[src/rtl/ram_pkg.sv]
// Shared constants and types for the dual-port frame RAM and its port-B burst reader.
package ram_pkg;

  localparam int ADDR_SIZE = 16;
  localparam int DATA_SIZE = 32;

  typedef logic [ADDR_SIZE-1:0] addr_t;
  typedef logic [DATA_SIZE-1:0] data_t;

  typedef enum logic [1:0] {
    IDLE  = 2'd0,
    RUN   = 2'd1,
    DRAIN = 2'd2
  } rd_state_t;

endpackage

[src/rtl/stream_fifo2.sv]
// Two-entry synchronous FIFO; head is the oldest entry and is held stable until popped.
module stream_fifo2 #(
  parameter int DW = 32
) (
  input  logic          clk,
  input  logic          reset,
  input  logic          i_push,
  input  logic          i_pop,
  input  logic [DW-1:0] i_data,
  output logic [DW-1:0] o_head,
  output logic [1:0]    o_count
);

  logic [DW-1:0] r_mem [2];
  logic          r_wr_ptr;
  logic          r_rd_ptr;
  logic [1:0]    r_count;

  always_ff @(posedge clk) begin
    if (reset) begin
      r_mem[0] <= '0;
      r_mem[1] <= '0;
      r_wr_ptr <= 1'b0;
      r_rd_ptr <= 1'b0;
      r_count  <= 2'd0;
    end else begin
      if (i_push) begin
        r_mem[r_wr_ptr] <= i_data;
        r_wr_ptr        <= ~r_wr_ptr;
      end
      if (i_pop) begin
        r_rd_ptr <= ~r_rd_ptr;
      end
      case ({i_push, i_pop})
        2'b10:   r_count <= r_count + 2'd1;
        2'b01:   r_count <= r_count - 2'd1;
        default: r_count <= r_count;
      endcase
    end
  end

  assign o_head  = r_mem[r_rd_ptr];
  assign o_count = r_count;

endmodule

[src/rtl/ram_burst_reader.sv]
// Walks a contiguous RAM port-B address window and streams the words out through a
// 2-entry buffer that absorbs the RAM read latency and downstream backpressure.
module ram_burst_reader #(
  parameter int ADDR_SIZE = ram_pkg::ADDR_SIZE,
  parameter int DATA_SIZE = ram_pkg::DATA_SIZE
) (
  input  logic                 clk,
  input  logic                 reset,
  input  logic                 start,
  input  logic [ADDR_SIZE-1:0] base_addr,
  input  logic [ADDR_SIZE-1:0] length,
  output logic [ADDR_SIZE-1:0] addr_B,
  output logic                 r_e_B,
  input  logic [DATA_SIZE-1:0] data_out_B,
  output logic [DATA_SIZE-1:0] out_data,
  output logic                 out_valid,
  input  logic                 out_ready,
  output logic                 busy,
  output logic                 done,
  output logic [1:0]           dbg_state
);
  import ram_pkg::*;

  localparam logic [ADDR_SIZE-1:0] ADDR_ONE = {{(ADDR_SIZE-1){1'b0}}, 1'b1};

  rd_state_t              r_state;
  logic [ADDR_SIZE-1:0]   r_addr;
  logic [ADDR_SIZE-1:0]   r_remaining;
  logic [ADDR_SIZE-1:0]   r_addr_b;
  logic                   r_re;
  logic                   r_inflight;
  logic                   r_done;

  logic [1:0]             w_count;
  logic                   w_pop;
  logic [2:0]             w_outstanding;
  logic                   w_credit_ok;

  // Stream handshake: a word transfers on a rising edge where out_valid & out_ready;
  // while out_valid=1 and out_ready=0, out_data is held unchanged.
  assign w_pop = out_valid & out_ready;

  // Credit covers the buffer plus both latency stages: the read on the port this cycle
  // and the word on data_out_B waiting to be captured. A pop this edge frees one slot.
  assign w_outstanding = {1'b0, w_count} + {2'b00, r_re} + {2'b00, r_inflight};
  assign w_credit_ok   = (w_outstanding < (3'd2 + {2'b00, w_pop}));

  stream_fifo2 #(
    .DW (DATA_SIZE)
  ) u_fifo (
    .clk     (clk),
    .reset   (reset),
    .i_push  (r_inflight),
    .i_pop   (w_pop),
    .i_data  (data_out_B),
    .o_head  (out_data),
    .o_count (w_count)
  );

  always_ff @(posedge clk) begin
    if (reset) begin
      r_state     <= IDLE;
      r_addr      <= '0;
      r_remaining <= '0;
      r_addr_b    <= '0;
      r_re        <= 1'b0;
      r_inflight  <= 1'b0;
      r_done      <= 1'b0;
    end else begin
      r_re       <= 1'b0;
      r_done     <= 1'b0;
      r_inflight <= r_re;
      case (r_state)
        IDLE: begin
          if (start) begin
            if (length == '0) begin
              r_done <= 1'b1;
            end else begin
              // First read goes out on the accepting edge to shorten startup latency.
              r_re        <= 1'b1;
              r_addr_b    <= base_addr;
              r_addr      <= base_addr + ADDR_ONE;
              r_remaining <= length - ADDR_ONE;
              r_state     <= (length == ADDR_ONE) ? DRAIN : RUN;
            end
          end
        end
        RUN: begin
          if (w_credit_ok) begin
            r_re        <= 1'b1;
            r_addr_b    <= r_addr;
            r_addr      <= r_addr + ADDR_ONE;
            r_remaining <= r_remaining - ADDR_ONE;
            if (r_remaining == ADDR_ONE) begin
              r_state <= DRAIN;
            end
          end
        end
        DRAIN: begin
          if (w_pop && (w_count == 2'd1) && !r_re && !r_inflight) begin
            r_state <= IDLE;
            r_done  <= 1'b1;
          end
        end
        default: r_state <= IDLE;
      endcase
    end
  end

  assign addr_B    = r_addr_b;
  assign r_e_B     = r_re;
  assign out_valid = (w_count != 2'd0);
  assign busy      = (r_state != IDLE);
  assign done      = r_done;
  assign dbg_state = r_state;

endmodule

[config.mk]
export PLATFORM = sky130hd
export DESIGN_NAME = ram_burst_reader
export DESIGN_NICKNAME = d
export VERILOG_FILES = /design/src/rtl/ram_pkg.sv /design/src/rtl/stream_fifo2.sv /design/src/rtl/ram_burst_reader.sv
export SDC_FILE = /design/constraint.sdc
export NUM_CORES = 1
export LEC_CHECK = 0
export CORE_ASPECT_RATIO = 1.5
export CORE_MARGIN = 5
export CORE_UTILIZATION = 39
export CTS_BUF_LIST = sky130_fd_sc_hd__clkbuf_8
export CTS_CLUSTER_DIAMETER = 150
export DETAILED_ROUTE_END_ITERATION = 16
export PLACE_DENSITY = 0.72
export SLEW_MARGIN = 10
export SYNTH_ARGS = -nofsm -noshare
export SYNTH_HDL_FRONTEND = slang
export SYNTH_SLANG_ARGS = --single-unit
[constraint.sdc]
create_clock -name clk -period 6.3 [get_ports clk]
set_input_delay 1.26 -clock clk [delete_from_list [all_inputs] [get_ports clk]]
set_output_delay 1.26 -clock clk [all_outputs]
set_load 0.01 [all_outputs]
[Yosys cells after proc, flatten, opt, wreduce, memory -nomap -nowiden]
Memories as Yosys holds them, arrays and structs flattened. A register that Yosys moved wholly into a read port is not among the register bits.
Index checks and enable logic that the tools add are counted.
Word-level totals
  output and inout bits: 54
  bits in registers: 57
  memory bits (writable): 64
  memories: 1
Operators by class
  $lt $le $gt $ge: 1
  bitwise operators: 3
  equal/unequal tests: 12
  add/sub/neg operators: 9
  muxes and demuxes: 38
  reductions and logical operators: 14
Memories
  u_fifo.r_mem: words 2, width 32, read ports 1, clocked after memory_dff 1, wr ports 2, line stream_fifo2.sv:14  | logic [DW-1:0] r_mem [2];
Operators with widths (number)
  $mux 16: 9
  $pmux 16 s2: 3
  $add 16x1->16 const B: 2
  $eq 16x1->1 const B: 2
  $mux 32: 1
  $reduce_or 32->1: 1
  $sub 16x1->16 const B: 2
  $logic_not 16->1: 1
  $mux 1: 15
  $mux 2: 6
  $ne 2x2->1 const B: 5
  $reduce_bool 2->1: 4
  $eq 2x1->1 const B: 3
  $pmux 2 s3: 1
  $reduce_and 5->1: 1
  $eq 2x2->1 const B: 2
  $pmux 1 s2: 2
  $pmux 2 s2: 1
  $reduce_and 4->1: 1
  $add 2x1->3: 1
  $add 2x1->3 const A: 1
  $add 3x1->3: 1
  $logic_and 1x1->1: 3
  $lt 3x3->1: 1
  6 further kinds: 8

[Depth between registers and ports, before layout]
  depth after elaboration: 7
  mapped depth: 14

[Modules after synthesis]
From an unflattened synthesis, not the netlist that was laid out.
Second synthesis, totals
  cells, all modules: 667
  area, all modules: 6387.4 µm²
By module, submodules not included
  ram_burst_reader: instances 1, cells each 438, area an instance 3387.0 µm²
  stream_fifo2: instances 1, cells each 229, area an instance 3000.4 µm²

[Least setup slack after synthesis]
Ideal clock, no wire load.
  path type: reg-to-reg
  from: register r_inflight
  to: memory u_fifo.r_mem[0][0] (enable)
  cell stages (with the launch flop): 4
  arrival time: 2.943 ns
  data required time: 5.834 ns
  library setup time: 0.466 ns
  slack: 2.891 ns
  cells stage by stage: dfxtp_1 clkbuf_1 inv_1 o21ai_0
RTL lines
  from (decl): line ram_burst_reader.sv:31  | logic r_inflight;
  from (signal assigned): line ram_burst_reader.sv:72  | r_inflight <= r_re;
  to (decl): line stream_fifo2.sv:14

[Worst setup path in the final report]
  from: input port out_ready
  to: register r_remaining[13]
Between the ends
  word-level cells in the longest chain between the ends: 5
Ends and longest elaborated chain
  from (decl): line ram_burst_reader.sv:17  | input logic out_ready,
  $and 1x1->1: line ram_burst_reader.sv:41  | assign w_pop = out_valid & out_ready;
  $add 2x1->3: line ram_burst_reader.sv:46  | assign w_credit_ok = (w_outstanding < (3'd2 + {2'b00, w_pop}));
  $lt 3x3->1: line ram_burst_reader.sv:46
  $ne 2x2->1 (no line)
  $reduce_and 4->1 (no line)
  to (signal assigned): line ram_burst_reader.sv:83  | r_remaining <= length - ADDR_ONE;
  to (signal assigned): line ram_burst_reader.sv:93  | r_remaining <= r_remaining - ADDR_ONE;
  to (decl): line ram_burst_reader.sv:28  | logic [ADDR_SIZE-1:0] r_remaining;
Every way passes these cells.
A chain may end at the register's enable or synchronous reset.

==> results_dict.tcl <==
set metrics [dict create \
    outcome "finished, final reports clean" \
    async_reset_ff_frac 0 \
    cts_hold_buf 0 \
    tritoncts "built" \
    cts_inserted_buffers 17 \
    grt_use_total 0.1633 \
    io_buffers 121 \
    min_path_cells 2 \
    fp.dieH_um 167.7 \
    gp_congestion 0.8499 \
    min_period_over_period 0.5777 \
    die_w_um 115.1 \
    maxSlewHeadroom 0.2624 \
    slew_violations 0 \
    comb_power_share 0.331 \
    grt_max_degree 60 \
    synth_cells 659 \
    switching_share 0.3324 \
    setup_viol 0 \
    r2r-start "r_inflight" \
    p_int_mw 1.708 \
    finalNetCount 841 \
    cts-root-buf "clkbuf_8" \
    syn_nets 737 \
    post_cts_buffers 0 \
    pwr-share-clk 0.274 \
    initial_core_util 0.3974 \
    wl_per_cell_um 15.98 \
    rows 57 \
    regToRegSetupSlack_ns 2.77 \
    hold_class "reg2reg" \
    synth_edf_count 64 \
    path_max_fanout 58 \
    yosysWarnings 0 \
    cp.arrival_ns 3.97 \
    fin_tns_setup_ns 0 \
    antenna_found_initial 0 \
    hold_violations 0 \
    n_fill_cell 1509 \
    clock_latency_ns 0.44 \
    critPathLaunchType "input pin" \
    drt-pass1-iter-count 5 \
    worst_pin_slew_ns 1.102 \
    drc 0 \
    num_io_pins 122 \
    cts_max_path_buffers 2 \
    num_vias 5245 \
    fin_crit_ns 3.640 \
    fin_total_pwr_mw 2.559 \
    cap_violations 0 \
    path_class "in2reg" \
    grt_setup_unrepaired "no" \
    multi_input_area_um2 3158 \
    ant_nets 0 \
    drt-initial-drc-count 316 \
    required_ns 6.63 \
    synth_area_um2 6462 \
    ff_latch_area_um2 3083 \
    clock_skew_ns 0.01164 \
    via_per_inst 5.341 \
    ys_seq_elements 122 \
    ys.flop_type "edfxtp_1" \
    grt_pass1_wl_um 25230 \
    peakVddDrop_mv 0.1674 \
    power_density_nw_per_um2 310.7 \
    diodes 0 \
    wirelength_um 15690 \
    design.die.area_um2 19300 \
    worstReg2RegEnd "r_remaining[13]" \
    grt_pass1_vias 5118 \
    grt_overflow 0 \
    path_clk_slew_ns 0.08 \
    syn_to_final_growth_pct 27.43 \
    cts.sinks 122 \
    drive_gt1_frac 0.1211 \
    dpl.hpwl_um 10920 \
    p_sw_mw 0.8506 \
    ctsResizeCount 0 \
    htreeDepth 4 \
    worstSetupEndpointType "flip-flop" \
    power_leakage_nw 3.011 \
    fmax_ghz 0.2747 \
    yosysSeqAreaShare 0.4771 \
    p_seq_frac 0.395 \
    synth_cell_types 67 \
    core_area_um2 16260 \
    holdPathEnd "r_remaining[6]" \
    rr_worst_depth 8 \
    avgSynthCellArea_um2 9.806 \
    worstHoldStart "r_remaining[6]" \
]
per-stage QoR:
step | worst slack, ns | hold slack [ns] | instances | utilization | cell area, um2
6_report | 2.660 | 0.4825 | 982 | 0.5065 | 8235
5_1_grt | 2.368 | 0.5026 | 982 | 0.5065 | 8235
4_1_cts | 2.603 | 0.4849 | 982 | 0.5065 | 8235
3_5_place_dp | 2.136 | 0.4694 | 950 | 0.4819 | 7836
3_3_place_gp | 2.179 | 0.4580 | 950 | 0.4819 | 7836
2_1_floorplan | 2.891 | 0.4442 | 659 | - | 6462
placed cells by master, fill, tap and decap left out, types with 8 or more instances in the layout:
cell type        instances
nand2_1                 45
a211oi_1                17
a21oi_1                 29
mux2i_1                 15
inv_1                   19
clkbuf_8                17
dfxtp_1                 58
o21ai_0                 28
ha_1                     9
mux2_2                  34
nor2_1                  46
xnor2_1                 11
nand4_1                 10
o21ai_1                 11
clkdlybuf4s50_1        120
a31oi_1                 13
nor3_1                  19
edfxtp_1                64
nor4_1                  10
nand3_1                 28
buf_4                    8
and2_1                  68
cell usage after synthesis (12+ instances only):
master / instances / area, um2
and2_1: 68 / 425.4
edfxtp_1: 64 / 1922
dfxtp_1: 58 / 1161
nor2_1: 46 / 172.7
nand2_1: 45 / 168.9
mux2_2: 34 / 382.9
o21ai_0: 30 / 150.1
a21oi_1: 29 / 145.1
nand3_1: 28 / 140.1
clkbuf_1: 25 / 93.84
nor3_1: 21 / 105.1
inv_1: 19 / 71.32
a211oi_1: 17 / 127.6
mux2i_1: 15 / 150.1
a31oi_1: 13 / 81.33
buf_2: 12 / 60.06
cells by family (layout without fill, tap and decap cells):
logic type | Yosys count | after routing | share of synthesized area
AO/OA/AOI/OAI | 139 | 139 | 0.1382
XOR/XNOR | 17 | 17 | 0.02420
adder cells (fa/ha/maj) | 10 | 10 | 0.02052
buffers and inverters | 63 | 180 | 0.04008
flip-flops | 122 | 122 | 0.4771
multiplexers | 51 | 51 | 0.08809
AND/OR/NAND/NOR | 257 | 257 | 0.2118
critical path: stages:
cell             delay (ns)
clkdlybuf4s50_1        0.51
nand3b_1               0.10
a211oi_1               0.47
o221a_2                1.00
o21ai_0                0.29
a32o_1                 0.34
flip-flops by register name, indices dropped and copies added (netlist names), named ones only:
signal,flops
r_inflight,1
done,1
r_addr,16
u_fifo.o_count,2
u_fifo.r_wr_ptr,1
u_fifo.r_rd_ptr,1
r_remaining,16
r_e_B,1
u_fifo.r_mem,64
dbg_state,2
addr_B,16
power by group through the flow:
| stage | combinational [mW] | clock, mW | sequential, mW |
|---|---|---|---|
| floorplan | 0.525 | 0 | 1.02 |
| global placement | 0.847 | 0 | 1.03 |
| detailed placement | 0.857 | 0 | 1.03 |
| CTS | 0.861 | 0.720 | 1.01 |
| global route | 0.935 | 0.756 | 1.03 |
| finish | 0.847 | 0.701 | 1.01 |
worst max path at each step:
stage,end,slack [ns],start,cells after the start
2_1_floorplan,u_fifo.r_mem[0][0],2.89,r_inflight,3
3_3_place_gp,r_addr[3],2.18,out_ready,7
3_5_place_dp,r_remaining[13],2.14,out_ready,6
4_1_cts,r_remaining[13],2.60,out_ready,6
5_1_grt,r_addr[3],2.37,out_ready,7
6_report,r_remaining[13],2.66,out_ready,6
metal layers:
metal | wire length, um | GRT usage
met5 | 0 | 0
met2 | 8153 | 0.2926
met3 | 845 | 0.03466
met4 | 384 | 0.06282
met1 | 6309 | 0.1863
final cells by class:
| class | count | share of cell area |
|---|---|---|
| Inverter | 19 | 0.008660 |
| Clock buffer | 17 | 0.02841 |
| Timing Repair Buffer | 129 | 0.1538 |
| Sequential cell | 122 | 0.3744 |
| Multi-Input combinational cell | 474 | 0.3835 |
| Clock inverter | 15 | 0.02005 |
| Tap cell | 206 | 0.03130 |
No activity file was read; power rests on OpenSTA's default activity.
